File: src/rtl/tm_spike_aer.sv
// Time-multiplexed LIF spike to AER event encoder with a {neuron, timestep} event FIFO.
// Optional dropped-event counter port enabled by defining TM_SPIKE_AER_DROP_CNT_EN.
module tm_spike_aer #(
  parameter int FIFO_DEPTH = 16,
  parameter int TSTEP_W    = 16
) (
  input  logic               clk_in,
  input  logic               reset,
  input  logic               LIF_spike,
  input  logic               slot_valid,
  output logic               aer_valid,
  input  logic               aer_ready,
  output logic [9:0]         aer_addr,
  output logic [TSTEP_W-1:0] aer_tstep,
  output logic               overflow
`ifdef TM_SPIKE_AER_DROP_CNT_EN
  ,
  output logic [7:0]         drop_cnt
`endif
);

  localparam int AW = $clog2(FIFO_DEPTH);
  localparam int EW = 10 + TSTEP_W;
  localparam logic [AW:0]        PTR_ONE  = (AW+1)'(1);
  localparam logic [TSTEP_W-1:0] TS_ONE   = TSTEP_W'(1);
  localparam logic [9:0]         SLOT_ONE = 10'd1;
  localparam logic [9:0]         SLOT_MAX = 10'd1023;

  logic [9:0]         r_slot;
  logic [TSTEP_W-1:0] r_tstep;
  logic [AW:0]        r_wr_ptr;
  logic [AW:0]        r_rd_ptr;
  logic [EW-1:0]      r_mem [FIFO_DEPTH];
  logic               r_overflow;

  logic               w_push;
  logic               w_pop;
  logic               w_full;
  logic               w_empty;
  logic               w_wr_en;
  logic               w_drop;
  logic [EW-1:0]      w_head;

  assign w_empty = (r_wr_ptr == r_rd_ptr);
  assign w_full  = (r_wr_ptr[AW] != r_rd_ptr[AW]) &&
                   (r_wr_ptr[AW-1:0] == r_rd_ptr[AW-1:0]);
  assign w_push  = slot_valid & LIF_spike;
  assign w_pop   = ~w_empty & aer_ready;
  // A pop on a full FIFO frees the slot the incoming push lands in.
  assign w_wr_en = w_push & (~w_full | w_pop);
  assign w_drop  = w_push & w_full & ~w_pop;

  assign w_head    = r_mem[r_rd_ptr[AW-1:0]];
  assign aer_valid = ~w_empty;
  assign aer_addr  = w_empty ? 10'd0 : w_head[EW-1 -: 10];
  assign aer_tstep = w_empty ? '0 : w_head[TSTEP_W-1:0];
  assign overflow  = r_overflow;

  always_ff @(posedge clk_in) begin
    if (reset) begin
      r_slot  <= '0;
      r_tstep <= '0;
    end else if (slot_valid) begin
      r_slot <= r_slot + SLOT_ONE;
      if (r_slot == SLOT_MAX) begin
        r_tstep <= r_tstep + TS_ONE;
      end
    end
  end

  // Storage is left unreset so it maps onto RAM; the pointers alone define contents.
  always_ff @(posedge clk_in) begin
    if (w_wr_en) begin
      r_mem[r_wr_ptr[AW-1:0]] <= {r_slot, r_tstep};
    end
  end

  always_ff @(posedge clk_in) begin
    if (reset) begin
      r_wr_ptr   <= '0;
      r_rd_ptr   <= '0;
      r_overflow <= 1'b0;
    end else begin
      if (w_wr_en) begin
        r_wr_ptr <= r_wr_ptr + PTR_ONE;
      end
      if (w_pop) begin
        r_rd_ptr <= r_rd_ptr + PTR_ONE;
      end
      if (w_drop) begin
        r_overflow <= 1'b1;
      end
    end
  end

`ifdef TM_SPIKE_AER_DROP_CNT_EN
  logic [7:0] r_drop_cnt;

  always_ff @(posedge clk_in) begin
    if (reset) begin
      r_drop_cnt <= 8'd0;
    end else if (w_drop && (r_drop_cnt != 8'hFF)) begin
      r_drop_cnt <= r_drop_cnt + 8'd1;
    end
  end

  assign drop_cnt = r_drop_cnt;
`endif

endmodule

File: config.mk
export PLATFORM = sky130hd
export DESIGN_NAME = tm_spike_aer
export DESIGN_NICKNAME = d
export VERILOG_FILES = /design/src/rtl/tm_spike_aer.sv
export SDC_FILE = /design/constraint.sdc
export NUM_CORES = 1
export LEC_CHECK = 0
export BUFFER_PORTS_ARGS = -buffer_cell sky130_fd_sc_hd__buf_2
export CORE_MARGIN = 5
export CORE_UTILIZATION = 61
export DETAILED_ROUTE_END_ITERATION = 10
export HOLD_SLACK_MARGIN = 0.08
export PLACE_DENSITY = 0.75
export SYNTH_ARGS = -nofsm -noshare
export SYNTH_HDL_FRONTEND = slang
export SYNTH_SLANG_ARGS = --single-unit
File: constraint.sdc
create_clock -name clk_in -period 8.65 [get_ports clk_in]
set_input_delay 1.2975 -clock clk_in [delete_from_list [all_inputs] [get_ports clk_in]]
set_output_delay 1.2975 -clock clk_in [all_outputs]
set_load 0.005 [all_outputs]
==> impl_metrics.csv, run 1 <==
group,metric,value,unit
setup_path,cpPeakStageDelay,0.85,ns
route,wl_per_cell,26.0,um
synthesis,syn_nets,897,
synthesis,synth_cells,885,
place,finalWeightedCongestion,0.748,
timing,period_needed,4.43,ns
synthesis,synth.avg_cell_area,19.9,um2
min_path,hold_depth,2,
setup_path,cpMaxStageDelayCell,"buf_4",
timing,final.setup.worst_slack,4.22,ns
route,ant_nets,0,
setup_path,reg2reg_from,"r_rd_ptr[4]",
cells_and_area,final_common_cell,"edfxtp_1",
global_route,grt_pass1_vias,8863,
synthesis,netlist_area,17600,um2
pwr,power_switching,0.919,mW
global_route,gr-total-overflow,0,
timing,setup_tns,0,ns
timing,rsz0062_at_grt,"no",
synthesis,synth-edff-count,416,
cts,insertion_delay,0.53,ns
cts,clockRootBuffer,"clkbuf_16",
pwr,peakVddDrop,0.191,mV
pwr,pwr-share-seq,0.534,
setup_path,worstSetupEndpointType,"primary output",
cells_and_area,fin_cells,1339,
cells_and_area,post-route-cell-area,19500,um2
pwr,comb_power_share,0.053,
place,dp_slack,4.76,ns
place,place_area,18100,um2
floorplanning,rows,62,
setup_path,critical_path.max_fanout,70,
timing,setup_viol,0,
cts,cts.sinks,457,
setup_path,crit_family,"buffers and inverters",
setup_path,r2r_slack,5.42,ns
pwr,p_leak,6.04,nW
floorplanning,die_w,180,um
setup_path,worstSetupPathType,"register to primary output",
floorplanning,die-area,32400,um2
cts,cts_resized,0,
place,numPortBuffers,32,
synthesis,yosys_warnings,0,
global_route,track_usage,0.216,
cells_and_area,area_growth,10.9,%
cts,htreeDepth,2,
place,place_hpwl,18300,um
pwr,switching_share,0.203,
route,drt-total-wl,34800,um
route,drc,0,
floorplanning,coreArea,28600,um2
setup_path,path_depth,5,
cells_and_area,layout_common_cells,"edfxtp_1, mux4_2, o22ai_1",
cells_and_area,antenna_cells,0,
cells_and_area,drive_gt1_frac,0.249,
pwr,power.total,4.53,mW
min_path,min_from,"overflow",
synthesis,synth_top_flop_cell,"edfxtp_1",
timing,hold_ws,0.486,ns
route,vias,8623,
place,dp.cells,1260,
min_path,min_path_type,"register to register",
synthesis,synthDistinctLibCells,44,
timing,hold_viol_final,0,
setup_path,cp_num_buf_inv,2,
floorplanning,io_pins,33,
pwr,power_frac_clock,0.413,
global_route,grt_pass1_wl,53700,um
synthesis,yosysSeqAreaShare,0.756,
floorplanning,die_h,180,um
setup_path,critical_path_arrival,3.13,ns
min_path,min_to,"overflow",
run,cap_violations,0,
global_route,grt_max_degree,71,
route,viasPerCell,6.44,
run_status,status,"completed",
route,detail_route.first_pass.iterations,5,
global_route,antenna_found_initial,0,
cts,cts_buffers,44,
timing,finalMaxSlewViolations,0,
setup_path,r2r_cells,4,
setup_path,rr_endpoint,"r_mem[12][22]",
floorplanning,start_util,0.615,
cts,post-cts-setup-buffer-count,0,
cts,cts_tree,"built",
pwr,power.internal,3.61,mW
pwr,p_per_area,232,nW/um2
cts,holdBufCountCts,0,
synthesis,ys_seq_elements,457,
synthesis,asyncSetResetFlopFracSynth,0,
setup_path,path_cells,"buf_4 > mux4_2 > o22ai_1 > nor3_1 > buf_2",
timing,finalCritPeriodShare,0.512,
route,drt_iter0_drc,956,
cells_and_area,fin_util,0.683,
setup_path,critical_path_required,7.35,ns
cts,clk_pin_slew,0.06,ns
cts,clockBufferDepth,3,
setup_path,crit_path_start_kind,"register",
timing,worstMarginPinSlew,1.03,ns
timing,fmax,0.226,GHz
timing,fin_worst_skew,0.0112,ns
timing,relSlewSlack,0.310,
cells_and_area,fin_nets,934,
-- cell usage after synthesis, drive strengths merged, types with 7 or more instances --
cell type	number	area [um2]
or4	9	75.1
nand2	15	56.3
a21oi	18	90.1
buf	30	153
nor3	28	140
or3	7	45.1
nand4	10	77.6
xnor2	9	78.8
nand3	8	40.0
inv	8	30.0
ha	7	87.6
and3	16	100
dfxtp	41	821
nor2	22	82.6
mux4	104	2340
edfxtp	416	12500
o21ai	12	60.1
nor2b	7	43.8
o22ai	52	325
clkbuf	19	81.3
-- metal layers --
metal | track usage | vias to the layer above | share of wire
li1 | - | 3756 | -
met1 | 0.310 | 4517 | 0.42
met2 | 0.361 | 300 | 0.50
met3 | 0.0338 | 50 | 0.060
met4 | 0.0488 | 0 | 0.019
met5 | 0 | - | 0
-- power groups by stage --
| stage | Clock [mW] | Combinational, mW | Sequential, mW |
|---|---|---|---|
| 2_1_floorplan | 0 | 0.176 | 2.45 |
| 3_3_place_gp | 0 | 0.244 | 2.47 |
| 3_5_place_dp | 0 | 0.246 | 2.47 |
| 4_1_cts | 1.89 | 0.248 | 2.42 |
| 5_1_grt | 1.99 | 0.264 | 2.42 |
| 6_report | 1.87 | 0.242 | 2.42 |
-- area by class of cell --
cell class                 instances  area, um2
fill                            1745       9080
sequential                       457      13300
multi-input combinational        371       4070
inverter                           8       30.0
timing repair buffer              40        220
tap                              384        480
clock inverter                    13        134
clock buffer                      66       1280
-- kinds of logic after synthesis --
| logic type | Yosys count | synth area share |
|---|---|---|
| xor gates and xnor gates | 15 | 0.00746 |
| AOI/OAI and AO/OA | 93 | 0.0320 |
| and+or+nand+nor | 142 | 0.0457 |
| buffers and inverters | 57 | 0.0150 |
| muxes | 114 | 0.139 |
| adders and majority gates | 7 | 0.00497 |
| DFF | 457 | 0.756 |
-- flip-flops by register name, summed over array words and instances (netlist names), named ones only --
name,count
r_tstep,16
r_mem,416
r_rd_ptr,5
overflow,1
r_slot,10
r_wr_ptr,5
-- worst reg2reg max path, stage by stage, from the launching register on --
cell	delay, ns
dfxtp_1	0.32
xnor2_1	0.46
nor2_1	0.25
a21oi_1	0.83
and3_2	0.97
-- worst max path at each step --
stage	from	endpoint	slack, ns
2_1_floorplan	slot_valid	r_wr_ptr[4]	5.04
3_3_place_gp	register	aer_addr[3]	4.78
3_5_place_dp	register	aer_addr[3]	4.76
4_1_cts	register	aer_addr[3]	4.22
5_1_grt	register	aer_addr[3]	4.08
6_report	register	aer_addr[3]	4.22
No activity file was read; power rests on OpenSTA's default activity.
==> inputs of run 2 (changes only) <==
Settings changed: ABC_AREA set to 1, CORE_UTILIZATION 61 to 56, PLACE_DENSITY 0.75 to 0.72.
Clock period 8.65 ns to 3.9 ns, I/O delays scaled along.
==> run 2 against run 1 <==
- worst setup slack got worse by 3.6 ns
- core utilization decreased by 4.5 points
- register-to-register slack got worse by 4.2 ns
- sequential share of layout area decreased by 5.7 points
- critical path depth rose by 6
- global-route usage increased by 2.5 points
- clock power up 150%
- combinational power increased to 4.9 times the previous value
- flip-flop and latch count unchanged
- via count rose by 49%
- largest power group unchanged
- highest routed layer unchanged
==> impl_metrics.csv, run 2 <==
group,metric,value,unit
run_status,status,"completed",
cts,clockRootBuffer,"clkbuf_16",
timing,rsz0062_at_grt,"no",
cells_and_area,multi_input_area,4910,um2
route,drc,0,
cells_and_area,fin_nets,1748,
cts,post-cts-setup-buffer-count,0,
setup_path,critical_path.max_fanout,64,
timing,fin_worst_skew,0.0108,ns
floorplanning,die_w,194,um
cts,htreeDepth,2,
global_route,grt_pass1_vias,12500,
min_path,min_from,"slot_valid",
cells_and_area,antenna_cells,0,
timing,hold_viol_final,0,
cells_and_area,area_growth,12.5,%
setup_path,r2r_cells,6,
timing,fmax,0.303,GHz
place,numPortBuffers,32,
synthesis,yosys_warnings,0,
global_route,gr-total-overflow,0,
cts,holdBufCountCts,0,
cts,clockBufferDepth,3,
setup_path,critical_path_required,3.31,ns
synthesis,synth.top_cell.area_share,0.659,
route,detail_route.first_pass.iterations,6,
place,place_hpwl,25000,um
min_path,hold_depth,2,
setup_path,r2r_slack,1.23,ns
min_path,min_path_type,"primary input to register",
min_path,min_to,"r_slot[0]",
synthesis,synth_most_common_cell,"edfxtp_1",
floorplanning,die_h,194,um
cells_and_area,fillers,2491,
setup_path,crit_path_start_kind,"register",
synthesis,yosysSeqAreaShare,0.702,
cells_and_area,final_common_cell,"edfxtp_1",
timing,finalMaxSlewViolations,0,
synthesis,synth.avg_cell_area,11.0,um2
cells_and_area,ff_latch_area,13300,um2
pwr,p_leak,7.72,nW
floorplanning,coreArea,33400,um2
cts,insertion_delay,0.55,ns
route,vias,12900,
route,viasPerCell,5.80,
cts,cts_tree,"built",
global_route,antenna_found_initial,0,
timing,relSlewSlack,0.249,
route,drt_iter0_drc,1632,
place,finalWeightedCongestion,0.836,
setup_path,rr_endpoint,"r_tstep[3]",
route,ant_nets,0,
synthesis,asyncSetResetFlopFracSynth,0,
floorplanning,rows,67,
floorplanning,start_util,0.567,
cts,cts.sinks,457,
pwr,peakVddDrop,0.467,mV
global_route,track_usage,0.241,
synthesis,synth_area_leaders,"edfxtp_1, nor2_1, nand2_1",
synthesis,netlist_area,19000,um2
cells_and_area,largest_reg_flops,416,
run,cap_violations,0,
floorplanning,io_pins,33,
cts,cts_resized,0,
cells_and_area,drive_gt1_frac,0.100,
timing,finalCritPeriodShare,0.846,
timing,setup_viol,0,
setup_path,worstSetupEndpointType,"primary output",
synthesis,synth_common_cells,"edfxtp_1, nor2_1, nand2_1, nand3_1, o21ai_0",
cells_and_area,layout_common_cells,"edfxtp_1, nor2_1, nand2_1",
global_route,grt_pass1_wl,71400,um
timing,setup_tns,0,ns
global_route,grt_max_degree,152,
setup_path,reg2reg_from,"r_slot[2]",
route,wl_per_cell,20.9,um
synthesis,ys_seq_elements,457,
cts,cts_buffers,45,
cts,clk_pin_slew,0.06,ns
route,drt-total-wl,46500,um
setup_path,worstSetupPathType,"register to primary output",
timing,period_needed,3.30,ns
synthesis,synth_top_area_cell,"edfxtp_1",
synthesis,synthDistinctLibCells,27,
synthesis,syn_nets,1731,
cells_and_area,fin_util,0.638,
setup_path,critical_path_arrival,2.71,ns
synthesis,synth-edff-count,416,
synthesis,synth_cells,1719,
timing,worstMarginPinSlew,1.12,ns
synthesis,synth_top_flop_cell,"edfxtp_1",
floorplanning,die-area,37600,um2
pwr,p_per_area,523,nW/um2
[run 2: power breakdown]
part	internal (mW)	leakage [nW]	switching, mW
clock	2.84	0.792	1.80
sequential	5.31	4.05	0.0417
combinational	0.371	2.87	0.811
[run 2: metrics by stage]
step	hold WS, ns	std cells	worst slack (ns)	power, mW	instance area (um2)
2_1_floorplan	0.454	1719	1.32	6.26	19000
3_3_place_gp	0.452	2137	1.24	6.60	19700
3_5_place_dp	0.474	2137	1.18	6.62	19700
4_1_cts	0.338	2221	0.594	11.2	21300
5_1_grt	0.357	2221	0.400	11.6	21300
6_report	0.368	2221	0.601	11.2	21300
[run 2: cells by family after synthesis]
kind of cell / synth area share
AND/OR/NAND/NOR: 0.168
flip-flops: 0.702
AO/OA/AOI/OAI: 0.0751
buffers and inverters: 0.0449
XOR/XNOR: 0.00462
adder cells (fa/ha/maj): 0.00462
[run 2: cell type report]
type                    instances  area share
flip-flops and latches        457       0.624
multi-input cells            1069       0.230
clock buffers                  61      0.0600
well taps                     448      0.0263
repair buffers                 65      0.0262
inverters                      98      0.0176
clock inverters                23      0.0152
[run 2: metal layers]
layer	part of all wire	GRT usage
met4	0.024	0.0641
met5	0	0
met1	0.41	0.343
met3	0.090	0.0452
met2	0.48	0.389
[run 2: how the worst max path moves through the flow]
stage,startpoint,to,slack (ns)
floorplan,LIF_spike,r_mem[0][0],1.32
global placement,register,aer_addr[3],1.24
detailed placement,slot_valid,r_mem[1][8],1.18
CTS,register,aer_addr[9],0.59
global route,register,aer_addr[3],0.40
finish,register,aer_addr[9],0.60
[run 2: critical path, cell delays in order, from the launching register on]
cell	delay (ns)
dfxtp_4	0.45
inv_6	0.43
buf_4	0.41
nand2_1	0.10
nand2_1	0.07
nand2_1	0.06
nand3_1	0.12
nand2_1	0.08
nand2_1	0.10
nand2_1	0.06
nor2_1	0.13
buf_2	0.14
